### src/rtl/pixel_lane_merge.sv
// Merges NUM_LANES valid/ready pixel streams into one stream through per-lane FIFOs,
// a round-robin arbiter and a per-frame barrier that emits m_last once every enabled lane has ended.
module pixel_lane_merge #(
    parameter int NUM_LANES  = 4,
    parameter int DATA_W     = 16,
    parameter int META_W     = 16,
    parameter int FIFO_DEPTH = 4,
    parameter int FCNT_W     = 16
) (
    input  logic                          clk,
    input  logic                          rst,
    input  logic [NUM_LANES-1:0]          lane_enable,
    input  logic [NUM_LANES-1:0]          s_valid,
    output logic [NUM_LANES-1:0]          s_ready,
    input  logic [NUM_LANES*DATA_W-1:0]   s_data,
    input  logic [NUM_LANES*META_W-1:0]   s_meta,
    input  logic [NUM_LANES-1:0]          s_last,
    output logic                          m_valid,
    input  logic                          m_ready,
    output logic [DATA_W-1:0]             m_data,
    output logic [META_W-1:0]             m_meta,
    output logic                          m_last,
    output logic                          frame_done,
    output logic [FCNT_W-1:0]             frame_count
);

    localparam int AW = $clog2(FIFO_DEPTH);
    localparam int LW = (NUM_LANES > 1) ? $clog2(NUM_LANES) : 1;
    localparam int EW = 1 + META_W + DATA_W;

    logic [EW-1:0]        mem [NUM_LANES][FIFO_DEPTH];
    logic [AW:0]          wr_ptr [NUM_LANES];
    logic [AW:0]          rd_ptr [NUM_LANES];
    logic [NUM_LANES-1:0] full;
    logic [NUM_LANES-1:0] empty;
    logic [NUM_LANES-1:0] push;
    logic [NUM_LANES-1:0] pop;
    logic [NUM_LANES-1:0] eligible;
    logic [NUM_LANES-1:0] lane_done;
    logic [NUM_LANES-1:0] grant_oh;
    logic [LW-1:0]        rr_ptr;
    logic [LW-1:0]        grant;
    logic [LW-1:0]        next_ptr;
    logic                 grant_valid;
    logic                 load_en;
    logic                 completing;
    logic [EW-1:0]        head;
    int                   idx;

    always_comb begin
        for (int i = 0; i < NUM_LANES; i++) begin
            empty[i] = (wr_ptr[i] == rd_ptr[i]);
            full[i]  = (wr_ptr[i][AW] != rd_ptr[i][AW]) &&
                       (wr_ptr[i][AW-1:0] == rd_ptr[i][AW-1:0]);
        end
    end

    assign s_ready  = ~full & lane_enable & {NUM_LANES{~rst}};
    assign push     = s_valid & s_ready;
    assign eligible = ~empty & lane_enable & ~lane_done;
    assign load_en  = !m_valid || m_ready;

    // Round-robin scan starting at rr_ptr; the first eligible lane wins.
    always_comb begin
        grant_valid = 1'b0;
        grant       = '0;
        idx         = 0;
        for (int k = 0; k < NUM_LANES; k++) begin
            idx = int'(rr_ptr) + k;
            if (idx >= NUM_LANES) idx = idx - NUM_LANES;
            if (!grant_valid && eligible[idx]) begin
                grant_valid = 1'b1;
                grant       = idx[LW-1:0];
            end
        end
    end

    always_comb begin
        for (int i = 0; i < NUM_LANES; i++) begin
            grant_oh[i] = (int'(grant) == i);
            pop[i]      = load_en && grant_valid && grant_oh[i];
        end
    end

    assign next_ptr   = (int'(grant) == NUM_LANES - 1) ? '0 : grant + LW'(1);
    assign head       = mem[grant][rd_ptr[grant][AW-1:0]];
    // A last beat closes the frame when every other lane is already done or disabled.
    assign completing = head[EW-1] && (&(lane_done | ~lane_enable | grant_oh));

    always_ff @(posedge clk) begin
        for (int i = 0; i < NUM_LANES; i++) begin
            if (push[i]) begin
                mem[i][wr_ptr[i][AW-1:0]] <= {s_last[i],
                                              s_meta[i*META_W +: META_W],
                                              s_data[i*DATA_W +: DATA_W]};
            end
        end
    end

    always_ff @(posedge clk) begin
        if (rst) begin
            for (int i = 0; i < NUM_LANES; i++) begin
                wr_ptr[i] <= '0;
                rd_ptr[i] <= '0;
            end
        end else begin
            for (int i = 0; i < NUM_LANES; i++) begin
                if (push[i]) wr_ptr[i] <= wr_ptr[i] + 1'b1;
                if (pop[i])  rd_ptr[i] <= rd_ptr[i] + 1'b1;
            end
        end
    end

    always_ff @(posedge clk) begin
        if (rst) begin
            m_valid     <= 1'b0;
            m_data      <= '0;
            m_meta      <= '0;
            m_last      <= 1'b0;
            lane_done   <= '0;
            rr_ptr      <= '0;
            frame_done  <= 1'b0;
            frame_count <= '0;
        end else begin
            frame_done <= m_valid && m_ready && m_last;
            if (m_valid && m_ready && m_last) frame_count <= frame_count + 1'b1;
            if (load_en) begin
                if (grant_valid) begin
                    m_valid <= 1'b1;
                    m_data  <= head[DATA_W-1:0];
                    m_meta  <= head[DATA_W +: META_W];
                    rr_ptr  <= next_ptr;
                    if (head[EW-1] && completing) begin
                        m_last    <= 1'b1;
                        lane_done <= '0;
                    end else if (head[EW-1]) begin
                        m_last          <= 1'b0;
                        lane_done[grant] <= 1'b1;
                    end else begin
                        m_last <= 1'b0;
                    end
                end else begin
                    m_valid <= 1'b0;
                    m_last  <= 1'b0;
                end
            end
        end
    end

endmodule

### config.mk
export PLATFORM = sky130hd
export DESIGN_NAME = pixel_lane_merge
export DESIGN_NICKNAME = d
export VERILOG_FILES = /design/src/rtl/pixel_lane_merge.sv
export SDC_FILE = /design/constraint.sdc
export NUM_CORES = 1
export LEC_CHECK = 0
export ABC_AREA = 1
export CAP_MARGIN = 0
export CORE_UTILIZATION = 25
export CTS_BUF_LIST = sky130_fd_sc_hd__clkbuf_2 sky130_fd_sc_hd__clkbuf_4 sky130_fd_sc_hd__clkbuf_8
export DETAILED_ROUTE_END_ITERATION = 8
export PLACE_DENSITY = 0.4
export RECOVER_POWER = 100
export SYNTH_ARGS = -nofsm -noshare
export SYNTH_HDL_FRONTEND = slang
export SYNTH_SLANG_ARGS = --single-unit
### constraint.sdc
create_clock -name clk -period 3.1 [get_ports clk]
set_input_delay 0.62 -clock clk [delete_from_list [all_inputs] [get_ports clk]]
set_output_delay 0.62 -clock clk [all_outputs]
set_load 0.02 [all_outputs]
==> Implementation_results.wiki <==
{| class="wikitable"
! Metric !! Value
|-
| Number of CTS-inserted buffers || 107
|-
| # setup viols final || 0
|-
| Required time of the critical path || 2.48 ns
|-
| Area inside the core boundary || 0.102 mm^2
|-
| Highest achievable clock rate || 341 MHz
|-
| Number of global-route vias before repair || 17900
|-
| Library cell with the largest summed area after synthesis || edfxtp_1
|-
| Average cell area after synthesis || 11.4 um^2
|-
| Setup repair after global routing missed its margin || true
|-
| Antenna-violating nets left || 0
|-
| Terminating pin of the worst hold path || frame_count[9]$_SDFFE_PP0P_
|-
| Asr flop ratio synth || 0%
|-
| Crit start category || flip-flop
|-
| CP cell instances || buf_4 -> nand2_1 -> nand2_1 -> nand4_1 -> nand3_1 -> inv_1 -> clkdlybuf4s50_1
|-
| Top FF cell, synth || edfxtp_1
|-
| Final Routed Wirelength || 86000 um
|-
| Clock Path Buffers || 3
|-
| Slowest stage cell, crit path || clkdlybuf4s50_1
|-
| Hold violation total from the final report || 0
|-
| CTS HTree Levels || 3
|-
| Pin count of the biggest net entering global routing || 44
|-
| Launch point of the worst reg-to-reg path || rd_ptr[1][0]$_SDFFCE_PN0P_
|-
| Worst hold stages || 5
|-
| EDFF count, synth || 552
|-
| Hold path startpoint || rst
|-
| Arrival time of the worst setup path || 2.32 ns
|-
| Clock insertion delay at the later pin of the skew report || 0.74 ns
|-
| Count of boundary I/O pins || 198
|-
| Clock tree from TritonCTS || done
|-
| Fillcell total || 10100
|-
| Number of antenna violations at the first check in global routing || 21
|-
| CTS root buf || clkbuf_8
|-
| Period minus WS final || 2.94 ns
|-
| Slew at the pin closest to its max-slew limit || 0.827 ns
|-
| Last weighted congestion value of the routability-driven placer || 0.795
|-
| Filler-free cell count of the finished design || 4068
|-
| Maximum Capacitance Violations || 0
|-
| Total cell area at the placement stage || 0.0304 mm^2
|-
| Share of post-route cells with drive strength above 1 || 17.2%
|-
| Die Wd || 322 um
|-
| Total number of placement rows || 117
|-
| Starting Density || 25.2%
|-
| Slowest cell delay on critical path || 0.61 ns
|-
| Number of nets in the finished design || 2774
|-
| Setup TNS after final layout || 0 ns
|-
| Average vias per placed instance || 4.46
|-
| Die area || 0.104 mm^2
|-
| Crit path kind || reg -> out
|-
| FF-to-FF End || m_meta[2]$_SDFFE_PP0N_
|-
| Maximum fanout along the worst path || 3
|-
| Category of cells accounting for the largest share of critical-path delay || buffers and inverters
|-
| Yosys synthesis warning count || 0
|-
| Cell Area, Synth || 0.0256 mm^2
|-
| Layout overhead on the synthesized area || 29.6%
|-
| Number of unique standard cell types used by synthesis || 38
|-
| Synthesized netlist cell count || 2249
|-
| Share of the synthesized area in the top cell type || 64.7%
|-
| Final count of pins violating max slew || 0
|-
| Count of unresolved DRC violations after routing || 0
|-
| Type of the most critical hold path || in -> reg
|-
| Total number of vias || 18200
|-
| Slack of the worst reg-to-reg path || 0.20 ns
|-
| Grt ovf || 0
|-
| Sum of net half-perimeters after detailed placement || 53500 um
|-
| All-Layer GR Usage || 16.3%
|-
| FF+latch count, synth || 609
|-
| Synth top area cells || edfxtp_1 (65%), nand2_1 (8.8%), nand3_1 (5.4%)
|-
| First-pass GRT wire length || 121000 um
|-
| CP Capture Type || output pin
|-
| Crit path buf inv count || 3
|-
| Final worst clock skew || 0.0371 ns
|-
| Final design instance area without fill || 0.0332 mm^2
|-
| Routed len/inst || 21.2 um
|-
| Sequential fraction of the synthesis area || 69.2%
|-
| Worst slew slack as a fraction of its limit || 44.9%
|-
| DRT iter0 DRCs || 1395
|-
| Share of the cycle needed by the critical path after routing || 94.7%
|-
| Critical Path Start || wr_ptr[3][1]$_SDFFCE_PN0P_
|-
| Result of the run || finished, final reports clean
|-
| First drt pass iteration count || 5
|-
| Y dimension of the die || 322 um
|-
| Cell occurring most often along the worst timing path || nand2_1
|-
| # clock sinks || 609
|-
| Reg clk slew, reported paths || 0.06 ns
|-
| Instance count after placement with tap cells included || 3833
|-
| Worst R2R Path Depth || 21
|-
| Number of I/O port buffers || 197
|-
| Post-Syn Nets || 2417
|}
==> state kept, by name, summed over array words and instances (netlist names) <==
| signal | flops |
|---|---|
| rd_ptr | 12 |
| mem | 528 |
| m_meta | 16 |
| rr_ptr | 2 |
| wr_ptr | 12 |
| lane_done | 4 |
| m_valid | 1 |
| m_data | 16 |
| m_last | 1 |
| frame_count | 16 |
| frame_done | 1 |
==> Yosys cell counts, types with 17 or more instances <==
cell / count
nand2_1: 599
edfxtp_1: 552
nand3_1: 277
nor2_1: 185
inv_1: 116
o211ai_1: 86
o21ai_0: 67
buf_2: 63
dfxtp_1: 57
o21ai_1: 36
ha_1: 25
buf_4: 22
a21oi_1: 19
or2_2: 18
buf_6: 17
clkbuf_1: 17
==> cells in the final DEF, fill, tap and decap left out, drive strengths merged <==
cell type        n
xor2             1
o21ai          103
clkinv          26
ha              25
dlymetal6s2s     1
clkdlybuf4s50   62
o211ai          96
nor4             2
edfxtp         552
clkinvlp         2
bufinv           4
inv            124
nor3            10
nand3          288
xnor2            9
nor3b            1
or2             32
nand2          609
dlygate4sd3    132
diode            5
nand4            5
nor2           191
o21a             1
buf            171
dlygate4sd2      1
a21oi           21
clkbuf         169
dfxtp           57
==> worst max-delay path by stage <==
stage | to | cells past startpoint | slack (ns)
after floorplan | mem[0][0]$_DFFE_PP_ | 7 | -0.35
after global placement | m_meta[7]$_SDFFE_PP0N_ | 23 | -0.43
after detailed placement | m_meta[7]$_SDFFE_PP0N_ | 23 | -0.43
after CTS | m_data[15]$_SDFFE_PP0N_ | 22 | 0.002
after global routing | m_meta[2]$_SDFFE_PP0N_ | 22 | -0.07
final | s_ready[3] | 7 | 0.16
==> logic make-up after synthesis <==
| logic type | after synthesis | synth area share [%] |
|---|---|---|
| xor gates and xnor gates | 10 | 0.371 |
| adders and majority gates | 25 | 1.22 |
| and+or+nand+nor | 1137 | 19.0 |
| DFF | 609 | 69.2 |
| buffers and inverters | 247 | 4.77 |
| AOI/OAI and AO/OA | 221 | 5.49 |
==> metrics by stage <==
stage / hold WS (ns) / setup WS [ns] / util, %
final: 0.309 / 0.164 / 32.6
after global routing: 0.266 / -0.0659 / 32.6
after CTS: 0.224 / 0.00236 / 32.2
after detailed placement: 0.462 / -0.428 / 29.9
after global placement: 0.444 / -0.430 / 29.9
after floorplan: 0.510 / -0.349 / -
==> routing by layer <==
layer | share of wire [%] | global-route usage (%) | vias up
met5 | 0.040 | 0 | -
met4 | 2.5 | 5.29 | 6
met3 | 5.5 | 2.88 | 150
met2 | 45 | 25.8 | 514
met1 | 47 | 22.6 | 8941
li1 | - | - | 8545
==> worst min-delay path: cells and delay by family <==
| family | cells | cell delay, ns |
|---|---|---|
| buffers and inverters | 3 | 0.29 |
| AND/OR/NAND/NOR | 2 | 0.09 |
==> layout make-up <==
| cell class | instances | area [um^2] | share of cell area (%) |
|---|---|---|---|
| clock buffer | 164 | 2030 | 6.10 |
| antenna | 5 | 12.5 | 0.0377 |
| clock inverter | 34 | 267 | 0.803 |
| inverter | 122 | 468 | 1.41 |
| multi-input combinational | 1394 | 6960 | 21.0 |
| tap | 1368 | 1710 | 5.15 |
| timing repair buffer | 372 | 4050 | 12.2 |
| sequential | 609 | 17700 | 53.4 |
==> what timing repair did <==
| action | CTS | global route |
|---|---|---|
| cloned | 0 | 4 |
| pin swaps | 1 | 13 |
| endpoints found under the setup margin | 4 | 37 |
| setup buffers | 1 | 27 |
| hold buffers | 0 | 0 |
| gates resized for setup | 3 | 36 |
Power is left out: the tool's default activity adds up to more than one toggle a clock period on the data nets, which glitch-free logic cannot reach.
